$ cat src/rtl/err_compute_if.sv
//==============================================================================
// Module      : err_compute_if
// Description : Conversion handshake between the steering-error engine and
//               the A2D front end.
// Revision    : 1.0 - initial release
//==============================================================================
`default_nettype none

interface err_compute_if;
    logic        strt_cnv;
    logic [2:0]  chnnl;
    logic        cnv_cmplt;
    logic [11:0] res;

    modport master (
        output strt_cnv,
        output chnnl,
        input  cnv_cmplt,
        input  res
    );

    modport slave (
        input  strt_cnv,
        input  chnnl,
        output cnv_cmplt,
        output res
    );
endinterface

`default_nettype wire

$ cat src/rtl/err_compute.sv
//==============================================================================
// Module      : err_compute
// Description : Sequences an 8-channel A2D round and produces a weighted,
//               saturated 11-bit steering error plus a line-present flag.
// Revision    : 1.0 - initial release
//==============================================================================
`default_nettype none

module err_compute #(
    parameter logic [11:0] LINE_THRES = 12'h200
) (
    input  wire logic        clk,
    input  wire logic        rst_n,
    input  wire logic        strt_rnd,
    err_compute_if.master    a2d,
    output logic [10:0]      err_sat,
    output logic             err_vld,
    output logic             line_present
);

    typedef enum logic [1:0] {
        IDLE = 2'd0,
        CONV = 2'd1,
        WAIT = 2'd2,
        DONE = 2'd3
    } state_t;

    state_t             r_state;
    state_t             w_state_nxt;

    logic signed [16:0] r_acc;
    logic [2:0]         r_idx;
    logic               r_line;
    logic               r_strt_cnv;
    logic [2:0]         r_chnnl;
    logic [10:0]        r_err_sat;
    logic               r_err_vld;
    logic               r_line_present;

    logic               w_clr;
    logic               w_fire;
    logic               w_acc_en;
    logic               w_idx_inc;
    logic               w_finish;

    logic signed [16:0] w_res_ext;
    logic signed [16:0] w_weighted;
    logic signed [16:0] w_acc_nxt;
    logic [10:0]        w_sat;
    logic               w_hit;

    // Even channels add, odd channels subtract; idx[2:1] selects the power-of-two weight.
    assign w_res_ext  = {5'd0, a2d.res};
    assign w_weighted = w_res_ext <<< r_idx[2:1];
    assign w_acc_nxt  = r_idx[0] ? (r_acc - w_weighted) : (r_acc + w_weighted);
    assign w_hit      = (a2d.res >= LINE_THRES);

    always_comb begin
        w_sat = w_acc_nxt[10:0];
        if (w_acc_nxt > 17'sd1023) begin
            w_sat = 11'h3FF;
        end else if (w_acc_nxt < -17'sd1024) begin
            w_sat = 11'h400;
        end
    end

    always_comb begin
        w_state_nxt = r_state;
        w_clr       = 1'b0;
        w_fire      = 1'b0;
        w_acc_en    = 1'b0;
        w_idx_inc   = 1'b0;
        w_finish    = 1'b0;
        case (r_state)
            IDLE: begin
                if (strt_rnd) begin
                    w_clr       = 1'b1;
                    w_state_nxt = CONV;
                end
            end
            CONV: begin
                w_fire      = 1'b1;
                w_state_nxt = WAIT;
            end
            WAIT: begin
                if (a2d.cnv_cmplt) begin
                    w_acc_en = 1'b1;
                    if (r_idx == 3'd7) begin
                        w_finish    = 1'b1;
                        w_state_nxt = DONE;
                    end else begin
                        w_idx_inc   = 1'b1;
                        w_state_nxt = CONV;
                    end
                end
            end
            DONE: begin
                w_state_nxt = IDLE;
            end
            default: begin
                w_state_nxt = IDLE;
            end
        endcase
    end

    // Result registers load on the edge entering DONE so they are visible during DONE.
    always_ff @(posedge clk or negedge rst_n) begin
        if (!rst_n) begin
            r_state        <= IDLE;
            r_acc          <= '0;
            r_idx          <= '0;
            r_line         <= 1'b0;
            r_strt_cnv     <= 1'b0;
            r_chnnl        <= '0;
            r_err_sat      <= '0;
            r_err_vld      <= 1'b0;
            r_line_present <= 1'b0;
        end else begin
            r_state    <= w_state_nxt;
            r_strt_cnv <= w_fire;
            r_err_vld  <= w_finish;
            if (w_fire) begin
                r_chnnl <= r_idx;
            end
            if (w_clr) begin
                r_acc  <= '0;
                r_idx  <= '0;
                r_line <= 1'b0;
            end
            if (w_acc_en) begin
                r_acc  <= w_acc_nxt;
                r_line <= r_line | w_hit;
            end
            if (w_idx_inc) begin
                r_idx <= r_idx + 3'd1;
            end
            if (w_finish) begin
                r_err_sat      <= w_sat;
                r_line_present <= r_line | w_hit;
            end
        end
    end

    assign a2d.strt_cnv = r_strt_cnv;
    assign a2d.chnnl    = r_chnnl;
    assign err_sat      = r_err_sat;
    assign err_vld      = r_err_vld;
    assign line_present = r_line_present;

endmodule

`default_nettype wire

$ cat src/flat_wrapper.sv
// flat-port wrapper written by rule: the top's interface ports become plain ports
module err_compute_flat 
#(
    parameter logic [11:0] LINE_THRES = 12'h200
)
  (clk, rst_n, strt_rnd, err_sat, err_vld, line_present, a2d_strt_cnv, a2d_chnnl, a2d_cnv_cmplt, a2d_res);
  err_compute_if a2d_i ();
  input  wire logic clk;
  input  wire logic rst_n;
  input  wire logic strt_rnd;
  output logic [10:0] err_sat;
  output logic err_vld;
  output logic line_present;
  output wire logic [$bits(a2d_i.strt_cnv)-1:0] a2d_strt_cnv;
  output wire logic [$bits(a2d_i.chnnl)-1:0] a2d_chnnl;
  input wire logic [$bits(a2d_i.cnv_cmplt)-1:0] a2d_cnv_cmplt;
  input wire logic [$bits(a2d_i.res)-1:0] a2d_res;
  assign a2d_strt_cnv = a2d_i.strt_cnv;
  assign a2d_chnnl = a2d_i.chnnl;
  assign a2d_i.cnv_cmplt = a2d_cnv_cmplt;
  assign a2d_i.res = a2d_res;
  err_compute #(.LINE_THRES(LINE_THRES)) u_core (.clk(clk), .rst_n(rst_n), .strt_rnd(strt_rnd), .a2d(a2d_i), .err_sat(err_sat), .err_vld(err_vld), .line_present(line_present));
endmodule
$ cat config.mk
export PLATFORM = sky130hd
export DESIGN_NAME = err_compute_flat
export DESIGN_NICKNAME = d
export VERILOG_FILES = /design/src/rtl/err_compute_if.sv /design/src/rtl/err_compute.sv /design/src/flat_wrapper.sv
export SDC_FILE = /design/constraint.sdc
export NUM_CORES = 1
export LEC_CHECK = 0
export ABC_AREA = 1
export BUFFER_PORTS_ARGS = -buffer_cell sky130_fd_sc_hd__buf_4
export CORE_ASPECT_RATIO = 0.6
export CORE_MARGIN = 2
export CORE_UTILIZATION = 44
export CTS_CLUSTER_DIAMETER = 40
export DETAILED_ROUTE_END_ITERATION = 10
export SLEW_MARGIN = 15
export SYNTH_ARGS = -nofsm -noshare
export SYNTH_HDL_FRONTEND = slang
export SYNTH_SLANG_ARGS = --single-unit
$ cat constraint.sdc
create_clock -name clk -period 3.2 [get_ports clk]
set_input_delay 0.32 -clock clk [delete_from_list [all_inputs] [get_ports clk]]
set_output_delay 0.32 -clock clk [all_outputs]
set_load 0.02 [all_outputs]
* After elaboration in Yosys (flattened, before gate mapping)
Cells that the tools add are included.
W data, S select, Z words.
** Word-level totals
- Register bits after elaboration :: 40
- Bits of input ports :: 16
- Word-level logic and storage cells :: 51
- Memories kept :: 0
- ROM bits :: 0
- Latch bits :: 0
- Memory bits (writable) :: 0
- Output and inout bits :: 17
** Cells by class
- $add $sub $neg :: 3
- Multiply operators :: 0
- Muxes and demuxes :: 24
- Shift-type cells :: 1
- Divide/modulo/power cells :: 0
- Eq/ne operators :: 6
- Bitwise operators :: 1
- Reduce and logical (&&, ||, !) cells :: 4
- Magnitude comparators :: 3
** Operators by type and width (number)
- $mux W17 :: 3
- $mux W11 :: 2
- $add A17 B17 Y17 :: 1
- $gt A17 B11 Y1 const B :: 1
- $lt A17 B11 Y1 const B :: 1
- $sshl A13 B2 Y17 :: 1
- $sub A17 B17 Y17 :: 1
- $mux W1 :: 13
- $ge A12 B10 Y1 const B :: 1
- $pmux W2 S4 :: 1
- $mux W2 :: 3
- $mux W3 :: 2
- $eq A2 B2 Y1 const B :: 2
- $ne A2 B2 Y1 const B :: 2
- $reduce_bool A2 Y1 :: 2
- $add A3 B1 Y3 const B :: 1
- $eq A3 B3 Y1 const B :: 1
- $eq A2 B1 Y1 const B :: 1
- $logic_not A2 Y1 :: 1
- $reduce_and A2 Y1 :: 1
- $or A1 B1 Y1 :: 1

* Depth between registers and ports, before layout
- Depth in word-level cells :: 6
- Mapped depth :: 30
- Gate-level depth less buffers :: 29

* Least setup slack after synthesis
Ideal clock, no wire load.
- Path kind :: reg2reg
- Start point :: reg u_core.r_idx[2]
- End point :: reg u_core.r_err_sat[0] (netlist: u_core.err_sat[0])
- Period minus slack after synthesis :: 3.160 ns
- Slack :: 0.040 ns
- Setup time :: 0.117 ns
- Cell stages (with the launch flop) :: 24
- Arrival time :: 3.044 ns
- Buffers on the path :: 1
- Required time :: 3.083 ns
- Cells stage by stage :: dfrtp_1 > inv_1 > buf_4 > nand3_1 > nand2_1 > inv_1 > nor3_1 > nand2_1 > nand2_1 > o21ai_0 > xnor2_1 > inv_1 > ha_1 > a21oi_1 > nor2_1 > o21ai_0 > nand2_1 > a21oi_1 > nand3b_4 > nand2_4 > o21ai_4 > nand2_1 > nand2_1 > nand2_1
** On the way
- Word-level cells in the longest chain between the ends :: 6
- Elaborated cells on any way between the ends :: 12
** RTL lines
- start, declared :: RTL line err_compute.sv:32 : logic [2:0] r_idx;
- start signal, assigned :: RTL line err_compute.sv:135 : r_idx <= r_idx + 3'd1;
- $sshl A13 B2 Y17 :: RTL line err_compute.sv:54 : assign w_weighted = w_res_ext <<< r_idx[2:1];
- $add A17 B17 Y17 / $sub A17 B17 Y17 (equally long branches) :: RTL line err_compute.sv:55 : assign w_acc_nxt = r_idx[0] ? (r_acc - w_weighted) : (r_acc + w_weighted);
- $mux W17 :: RTL line err_compute.sv:55
- $lt A17 B11 Y1 :: RTL line err_compute.sv:62 : end else if (w_acc_nxt < -17'sd1024) begin
- $mux W11 :: RTL line err_compute.sv:62
- $mux W11 :: RTL line err_compute.sv:60 : if (w_acc_nxt > 17'sd1023) begin
- end signal, assigned :: RTL line err_compute.sv:138 : r_err_sat <= w_sat;
- end, declared :: RTL line err_compute.sv:36 : logic [10:0] r_err_sat;
Parallel ways exist; a longest one is shown, timed or not.
A chain may end at the register's enable or synchronous reset.

* Final worst setup path
- Start point :: reg u_core.r_idx[1]
- End point :: reg u_core.r_err_sat[2] (netlist: u_core.err_sat[2])
Same word-level chain as after synthesis.

==> impl_metrics.ini <==
[status]
status = finished with violations
violations = setup timing

[global_routing]
antenna_found_initial = 0
grt_pass1_wl_mm = 17.9
grtUsageTotal_pct = 28.4
grt_max_degree = 41
overflow = 0
grt_pass1_vias = 3606

[worst_setup_path]
critPathRequiredTime_ns = 3.39
criticalPathCategory = register to register
r2r_setup_slack_ns = -0.21
critPathLaunch = u_core.r_idx[1]
worstReg2RegStart = u_core.r_idx[1]
reg2reg_to = u_core.err_sat[2]
setup.worst_path.start_class = register
cp_common_cell = nand2_2
arrival_ns = 3.60
r2r_cells = 28
path_max_fanout = 6
cp-end-kind = register
cpPeakStageDelay_ns = 0.45
slowest_stage = dfrtp_2

[synthesis]
ys_top_cells_by_area = dfrtp_1 (30%), nand2_1 (23%), inv_1 (8.1%)
synthCells = 500
yosysWarnings = 0
synth_top_area_share_pct = 30.4
synth_nets = 536
yosys.area.top_type = dfrtp_1
synth_seq_cells = 40
seq_area_frac_synth_pct = 30.4
ys_types = 33
mappedNetlistArea_mm2 = 0.00330
synth.avg_cell_area_um2 = 6.59

[timing]
drv_slew = 0
slew_headroom_pct = 58.2
fmax_ghz = 0.293
hold_violations = 0
period_share_pct = 107
clock_skew_ns = 0.00344
setup_viol = 12
hold_ws_ns = 0.00383
fin_crit_ns = 3.41
rsz0062_at_grt = yes
setup-tns-final_ns = -2.12
tightest_slew_ns = 0.626
worst_slack_ns = -0.211

[cells_and_area]
nets = 652
areaGrowthSynthToFinish_pct = 55.7
diodes = 0
n_fill_cell = 599
drive_above_1_share_pct = 44.4
final_cell_mix = nand2_1 (145), buf_4 (105), inv_1 (61)
mostFrequentLayoutCell = nand2_1
post-route-util_pct = 70.6

[route]
via_count = 3705
final_antenna_net_count = 0
drt_iter0_markers = 312
via_per_inst = 5.14
drcViolationCount = 0
wire_per_inst_um = 15.5
firstDrtPassIters = 5
drt-total-wl_mm = 11.1

[cts]
cts-root-buf = clkbuf_16
max-clock-path-buffers = 2
cts.hold.buffers_added = 0
cts_tree = yes
clk_pin_slew_ns = 0.07
cts_made_buffers = 5
clkLatencyLatePin_ns = 0.29
clock-sinks = 40
htree_levels = 2

[place]
gp_congestion = 0.961
place_ws_ns = -0.528
port_buffers = 32
hpwl_mm = 7.72

[floorplanning]
num_io_pins = 33
die_x_um = 116
die_area_mm2 = 0.00822
start_util_pct = 45.4
rows = 24
die_h_um = 71.0
core_mm2 = 0.00727

[power]
combPwrFrac_pct = 79.1
power.share.clock_pct = 9.4
p_sw_mw = 3.21
internal-power_mw = 3.21
p_seq_share_pct = 11.5
irDropWorstVdd_mv = 0.560
power_density_mw_per_mm2 = 1250
p_leak_nw = 2.72
p_sw_share_pct = 50.0

[flow_run]
drv_cap = 0

[hold_path]
hp-class = primary input to async pin
## worst max-delay path by stage
stage	to	slack, ns	cells after the start
finish	u_core.err_sat[2]	-0.21	28
global route	u_core.err_sat[2]	-0.43	25
CTS	u_core.err_sat[0]	-0.15	25
detailed placement	u_core.err_sat[0]	-0.53	26
global placement	u_core.err_sat[9]	-0.45	26
floorplan	u_core.err_sat[0]	0.04	23
## flip-flops by register name (all words and copies together) (netlist names)
| name | count |
|---|---|
| u_core.a2d.chnnl | 3 |
| u_core.a2d.strt_cnv | 1 |
| u_core.err_sat | 11 |
| u_core.err_vld | 1 |
| u_core.line_present | 1 |
| u_core.r_acc | 17 |
| u_core.r_idx | 3 |
| u_core.r_line | 1 |
| u_core.r_state | 2 |
## what timing repair did
item                       CTS  global route
gates resized for setup     97            82
buffers inserted            15             7
setup endpoints to repair   14            16
cloned                       2             0
pin swaps                   45            38
## synthesized netlist by cell type
| library cell | instances |
|---|---|
| o41ai_1 | 1 |
| nand2_4 | 2 |
| nor2_2 | 3 |
| nand4_1 | 4 |
| o22ai_1 | 3 |
| nor3_1 | 4 |
| o21ai_0 | 24 |
| inv_1 | 71 |
| a22o_1 | 7 |
| xor2_1 | 14 |
| ha_1 | 19 |
| nand3_1 | 38 |
| inv_2 | 2 |
| dfrtp_1 | 40 |
| a31o_2 | 1 |
| fa_1 | 1 |
| xnor2_1 | 7 |
| nand3_4 | 1 |
| nand3b_1 | 1 |
| a21oi_1 | 10 |
| nand2_1 | 202 |
| buf_6 | 1 |
| nand3_2 | 1 |
| clkbuf_1 | 4 |
| a31oi_1 | 1 |
| nor2_1 | 21 |
| o21ai_4 | 1 |
| nand2_2 | 8 |
| buf_4 | 1 |
| nand3b_4 | 1 |
| nor3b_1 | 2 |
| buf_2 | 3 |
| and2_1 | 1 |
## area by class of cell
type | instances | area [um2] | area share [%]
clock buffers | 5 | 125 | 2.44
clock inverters | 3 | 42.5 | 0.829
inverters | 73 | 279 | 5.44
multi-input cells | 380 | 2640 | 51.4
flip-flops and latches | 40 | 1000 | 19.6
well taps | 104 | 130 | 2.54
repair buffers | 116 | 916 | 17.8
## power groups by stage
stage | logic [mW] | registers, mW | clock network, mW
after CTS | 4.37 | 0.727 | 0.601
final | 5.08 | 0.739 | 0.600
after floorplan | 2.20 | 0.747 | 0
after global routing | 5.52 | 0.753 | 0.623
after global placement | 3.55 | 0.720 | 0
after detailed placement | 3.59 | 0.725 | 0
## worst max-delay path, delay by kind of cell, from the launching register on
| family | cells | cell delay [ns] |
|---|---|---|
| buffers and inverters | 4 | 0.47 |
| DFF | 1 | 0.45 |
| adders and majority gates | 1 | 0.40 |
| and+or+nand+nor | 21 | 1.73 |
| AOI/OAI and AO/OA | 1 | 0.08 |
| xor gates and xnor gates | 1 | 0.15 |
## cells by family (layout without fill, tap and decap cells)
| group | after synthesis | count (layout) | share of synthesized area, % |
|---|---|---|---|
| AO/OA/AOI/OAI | 48 | 49 | 8.81 |
| AND/OR/NAND/NOR | 289 | 290 | 37.6 |
| adder cells (fa/ha/maj) | 20 | 20 | 7.82 |
| flip-flops | 40 | 40 | 30.4 |
| buffers and inverters | 82 | 197 | 9.80 |
| XOR/XNOR | 21 | 21 | 5.58 |
## routing by layer
metal | GRT usage [%] | share of wire [%]
met5 | 0 | 0
met4 | 7.28 | 1.6
met3 | 4.63 | 6.7
met2 | 41.2 | 43
met1 | 43.7 | 49
## stage by stage
step	instance area [um2]	cells	total power [mW]
6_report	5130	721	6.42
5_1_grt	5130	721	6.90
4_1_cts	4740	714	5.70
3_5_place_dp	4080	689	4.32
3_3_place_gp	4080	689	4.27
2_1_floorplan	3300	500	2.95
(Power assumes the default switching activity.)
